**config.mk**
```make
export PLATFORM = sky130hd
export DESIGN_NAME = conv_pe_sequencer
export DESIGN_NICKNAME = d
export VERILOG_FILES = /design/src/rtl/conv_pe_sequencer.sv
export SDC_FILE = /design/constraint.sdc
export NUM_CORES = 1
export LEC_CHECK = 0
export ABC_AREA = 1
export BUFFER_PORTS_ARGS = -buffer_cell sky130_fd_sc_hd__buf_2
export CORE_AREA = 2 2 73 75
export CTS_CLUSTER_SIZE = 12
export DETAILED_ROUTE_END_ITERATION = 8
export DIE_AREA = 0 0 75 77
export GPL_TIMING_DRIVEN = 0
export HOLD_SLACK_MARGIN = 0.06
export PLACE_DENSITY_LB_ADDON = 0.3
export SLEW_MARGIN = 20
export SYNTH_ARGS = -nofsm -noshare
export SYNTH_HDL_FRONTEND = slang
export SYNTH_SLANG_ARGS = --single-unit
```
**constraint.sdc**
```tcl
create_clock -name clk -period 2.5 [get_ports clk]
set_clock_uncertainty 0.05 [all_clocks]
set_input_delay 0.125 -clock clk [delete_from_list [all_inputs] [get_ports clk]]
set_output_delay 0.125 -clock clk [all_outputs]
set_load 0.005 [all_outputs]
```
**src/rtl/conv_pe_sequencer.sv**
```systemverilog
// conv_pe_sequencer: drives one float16 MAC PE across a stride-1 valid convolution, streaming output pixels in raster order.
// Defining CONV_SEQ_TIMEOUT_EN adds a WAIT watchdog (TIMEOUT) and a sticky ERROR state.
module conv_pe_sequencer #(
  parameter int DATA_WIDTH = 16,
  parameter int WEIGHT_LENGTH = 3,
  parameter int WEIGHT_WIDTH = 3,
  parameter int IMG_HEIGHT = 8,
  parameter int IMG_WIDTH = 8,
  parameter int ADDR_WIDTH = 6,
  parameter int WADDR_WIDTH = 4
`ifdef CONV_SEQ_TIMEOUT_EN
  ,
  parameter int TIMEOUT = 64
`endif
) (
  input  logic clk,
  input  logic reset,
  input  logic start,
  output logic busy,
  output logic done,
  output logic [ADDR_WIDTH-1:0] img_addr,
  input  logic [DATA_WIDTH-1:0] img_data,
  output logic [WADDR_WIDTH-1:0] wgt_addr,
  input  logic [DATA_WIDTH-1:0] wgt_data,
  output logic [DATA_WIDTH-1:0] pe_floatA,
  output logic [DATA_WIDTH-1:0] pe_floatB,
  output logic pe_conv_en,
  input  logic [DATA_WIDTH-1:0] pe_result,
  input  logic pe_out_valid,
  output logic [DATA_WIDTH-1:0] out_data,
  output logic out_valid,
  input  logic out_ready,
  output logic [$clog2(IMG_HEIGHT)-1:0] out_row,
  output logic [$clog2(IMG_WIDTH)-1:0] out_col,
  output logic error
);
  localparam int RW = $clog2(IMG_HEIGHT);
  localparam int CW = $clog2(IMG_WIDTH);
  localparam int KRW = $clog2(WEIGHT_LENGTH + 1);
  localparam int KCW = $clog2(WEIGHT_WIDTH + 1);
  localparam logic [RW-1:0] ROW_LAST = RW'(IMG_HEIGHT - WEIGHT_LENGTH);
  localparam logic [CW-1:0] COL_LAST = CW'(IMG_WIDTH - WEIGHT_WIDTH);
  localparam logic [KRW-1:0] KR_LAST = KRW'(WEIGHT_LENGTH - 1);
  localparam logic [KCW-1:0] KC_LAST = KCW'(WEIGHT_WIDTH - 1);
  typedef enum logic [2:0] {
    S_IDLE, S_FETCH, S_WAIT, S_OUT, S_DONE
`ifdef CONV_SEQ_TIMEOUT_EN
    , S_ERR
`endif
  } state_t;
  state_t state, state_nxt;
  logic [RW-1:0] row;
  logic [CW-1:0] col;
  logic [KRW-1:0] kr;
  logic [KCW-1:0] kc;
  logic tap_last, pix_last, xfer;
  assign tap_last = kr == KR_LAST && kc == KC_LAST;
  assign pix_last = row == ROW_LAST && col == COL_LAST;
  assign xfer = state == S_OUT && out_ready;
  assign pe_floatA = img_data;
  assign pe_floatB = wgt_data;
`ifdef CONV_SEQ_TIMEOUT_EN
  localparam int TW = $clog2(TIMEOUT + 1);
  localparam logic [TW-1:0] TMO_LAST = TW'(TIMEOUT - 1);
  logic [TW-1:0] tmo_cnt;
  logic tmo_hit;
  always_ff @(posedge clk) tmo_cnt <= reset || state != S_WAIT ? '0 : tmo_cnt + 1'b1;
  assign tmo_hit = tmo_cnt == TMO_LAST;
`endif
  always_ff @(posedge clk) state <= reset ? S_IDLE : state_nxt;
  always_comb begin
    state_nxt = state;
    case (state)
      S_IDLE:  state_nxt = start ? S_FETCH : S_IDLE;
      S_FETCH: state_nxt = tap_last ? S_WAIT : S_FETCH;
`ifdef CONV_SEQ_TIMEOUT_EN
      S_WAIT:  state_nxt = pe_out_valid ? S_OUT : tmo_hit ? S_ERR : S_WAIT;
      S_ERR:   state_nxt = S_ERR;
`else
      S_WAIT:  state_nxt = pe_out_valid ? S_OUT : S_WAIT;
`endif
      S_OUT:   state_nxt = !out_ready ? S_OUT : pix_last ? S_DONE : S_FETCH;
      default: state_nxt = S_IDLE;
    endcase
  end
  always_comb begin
    busy = state != S_IDLE;
    done = state == S_DONE;
    out_valid = state == S_OUT;
    img_addr = state == S_FETCH ? ADDR_WIDTH'((int'(row) + int'(kr)) * IMG_WIDTH + int'(col) + int'(kc)) : '0;
    wgt_addr = state == S_FETCH ? WADDR_WIDTH'(int'(kr) * WEIGHT_WIDTH + int'(kc)) : '0;
`ifdef CONV_SEQ_TIMEOUT_EN
    error = state == S_ERR;
`else
    error = 1'b0;
`endif
  end
  // Enable lags the address by one cycle to line up with the synchronous buffer read data.
  always_ff @(posedge clk) begin
    if (reset) begin
      row <= '0;
      col <= '0;
      kr <= '0;
      kc <= '0;
      pe_conv_en <= 1'b0;
      out_data <= '0;
      out_row <= '0;
      out_col <= '0;
    end else begin
      pe_conv_en <= state == S_FETCH;
      if (state == S_IDLE && start) begin
        row <= '0;
        col <= '0;
      end
      if (state == S_FETCH) begin
        kc <= kc == KC_LAST ? '0 : kc + 1'b1;
        if (kc == KC_LAST) kr <= kr == KR_LAST ? '0 : kr + 1'b1;
      end
      if (state == S_WAIT && pe_out_valid) begin
        out_data <= pe_result;
        out_row <= row;
        out_col <= col;
      end
      if (xfer) begin
        col <= col == COL_LAST ? '0 : col + 1'b1;
        if (col == COL_LAST) row <= row + 1'b1;
      end
    end
  end
endmodule

```
==> impl_metrics.json <==
{
  "status": "finished clean",
  "drive_gt1_share_pct": 38.1,
  "yosys.area.top_type_share_pct": 34.2,
  "setup_viol": 0,
  "finalCritPeriodShare_pct": 92.6,
  "min_path_type": "in2reg",
  "leakagePower_nw": 1.49,
  "cts_tree": "done",
  "yosysTopAreaCell": "dfxtp_1",
  "required_ps": 2330,
  "fp-row-count": 26,
  "syn_inst": 285,
  "place_area_sq_um": 2630,
  "finalHoldViolCount": 0,
  "vias": 2083,
  "chipWidth_um": 75,
  "start_kind": "flip-flop",
  "crit_path_cell_trace": "fa_1, ha_1, fa_1, inv_1, nor2_1, buf_2",
  "slowest_delay_ps": 480,
  "ys_types": 31,
  "timing.fmax_mhz": 432,
  "path_class": "reg2out",
  "ys_ff_latch": 36,
  "cp_common_cell": "fa_1",
  "start_util_pct": 42.3,
  "wl_um": 4940,
  "cts.path.max_buffers": 2,
  "cts-buffers-inserted": 5,
  "antenna_cells": 0,
  "ys_seq_area_share_pct": 34.2,
  "critPathArrivalTime_ps": 2140,
  "ant_nets": 0,
  "power_density_nw_per_um2": 417,
  "grt_pass1_vias": 1908,
  "grt_usage_pct": 17.8,
  "syn-num-nets": 352,
  "drt_iter0_drc": 72,
  "first_pass_iters": 4,
  "synth.avg_cell_area_sq_um": 7.39,
  "finalMaxSlewViolations": 0,
  "critPathSlowestCell": "dfxtp_1",
  "finalCriticalPeriod_ps": 2320,
  "core_area_sq_um": 4980,
  "remaining_drc_errors": 0,
  "clk_latency_ps": 290,
  "hpwlAfterDp_um": 3620,
  "crit_buf_inv": 2,
  "fin_nets": 462,
  "htree_num_levels": 2,
  "die_area_sq_um": 5780,
  "ys_warn_count": 0,
  "drt-wirelength-per-cell_um": 10.6,
  "maxCapViolations": 0,
  "clk_pin_slew_worst_paths_ps": 70,
  "clock-root-buffer": "clkbuf_8",
  "grt-ovfl-total": 0,
  "tns_ps": 0,
  "antenna_found_initial": 0,
  "synth_area_sq_um": 2110,
  "syn_to_final_growth_pct": 36.9,
  "port_buffers": 87,
  "stdcell_area_sq_um": 2880,
  "worst_setup_path_end_kind": "output port",
  "num_io_pins": 122,
  "mostFrequentLayoutCell": "buf_2",
  "path_max_fanout": 6,
  "yosys-top-cells-area": "dfxtp_1 34%, nor2_1 12%, buf_4 12%",
  "place_congestion": 0.837,
  "peakVddDrop_mv": 0.250,
  "mostFrequentLayoutCells": "90 x buf_2, 69 x nor2_1, 35 x dfxtp_1",
  "fp.dieH_um": 77,
  "grt_pass1_wl_um": 8220,
  "critical_path.top_delay_family": "adder cells",
  "fillerInstances": 478,
  "grt_max_degree": 12,
  "via_per_inst": 4.47,
  "clock-sinks": 36,
  "rsz0062_at_grt": "false"
}
## stage by stage
stage	hold slack, ps	util (%)	std cells	total power [mW]	setup WS, ps
floorplan	220	-	285	0.704	624
global placement	308	52.8	442	0.763	461
CTS	72.6	57.9	466	1.21	116
global route	94.0	57.9	466	1.26	66.8
detailed placement	316	52.8	442	0.766	443
finish	88.9	57.9	466	1.20	184
## Yosys cell counts
master    number
inv_4          1
nand3_2        1
nor3b_1        1
nor4_1         1
clkbuf_1       1
nand4_1        2
nor3_1         3
nor3_2         1
a21oi_1        7
nor2_2         3
dfxtp_1       36
nand2_2        1
o21ai_0       24
fa_1           4
buf_6          4
nor2_1        69
nand3_1        7
ha_1          10
o21ai_1        5
clkbuf_2       2
inv_1         24
nand3b_1       1
nand2_1       31
xor2_1         3
conb_1         1
inv_2          2
nor2_4         2
or2_2          1
buf_2          3
buf_4         33
nand2_4        1
## metal layers
metal  GRT usage (%)  vias up  wire length [um]
met4            5.36        0                57
met5               0        -                 0
met1            20.3      908              2120
li1                -     1072                 -
met2            31.6       98              2330
met3            4.73        5               437
## cells by family after synthesis
family	Yosys count	share of synthesized area, %
xor+xnor	3	1.25
fa+ha+maj	14	9.74
buf+inv	70	20.2
flops	36	34.2
other cells	1	0.178
compound gates	36	8.56
simple gates	125	25.8
## registers in the layout (all words and copies together), names as in the netlist
name / cells
pe_conv_en: 1
state: 3
kc: 2
row: 3
out_col: 3
out_data: 16
kr: 2
out_row: 3
col: 3
## repair_timing
action                     CTS  global route
setup buffers                0             0
setup endpoints to repair    0             1
hold buffers                16             0
hold endpoints to repair    16             0
resized for setup            0             1
## worst paths after layout
kind	startpoint	to	slack, ps	depth (start not counted)
worst min register to register	out_row[0]	out_row[0]	430	2
worst min-delay path	reset	row[0]	90	2
worst max-delay path	kr[0]	wgt_addr[2]	180	6
worst max register to register	col[0]	row[0]	1140	7
## layout make-up
cell class / count / area [sq um] / share of cell area (%)
sequential: 36 / 722 / 25.0
buffer: 43 / 322 / 11.2
clock inverter: 2 / 10.0 / 0.347
inverter: 27 / 104 / 3.60
tap: 70 / 87.6 / 3.04
multi-input combinational: 179 / 960 / 33.3
clock buffer: 6 / 82.6 / 2.86
timing repair buffer: 103 / 596 / 20.7
## where the power goes
group	internal (mW)	switching [mW]	leakage [nW]	total [mW]
logic	0.104	0.0770	1.15	0.181
clock network	0.220	0.208	0.0510	0.428
registers	0.581	0.0113	0.291	0.592
(Power assumes the default switching activity.)
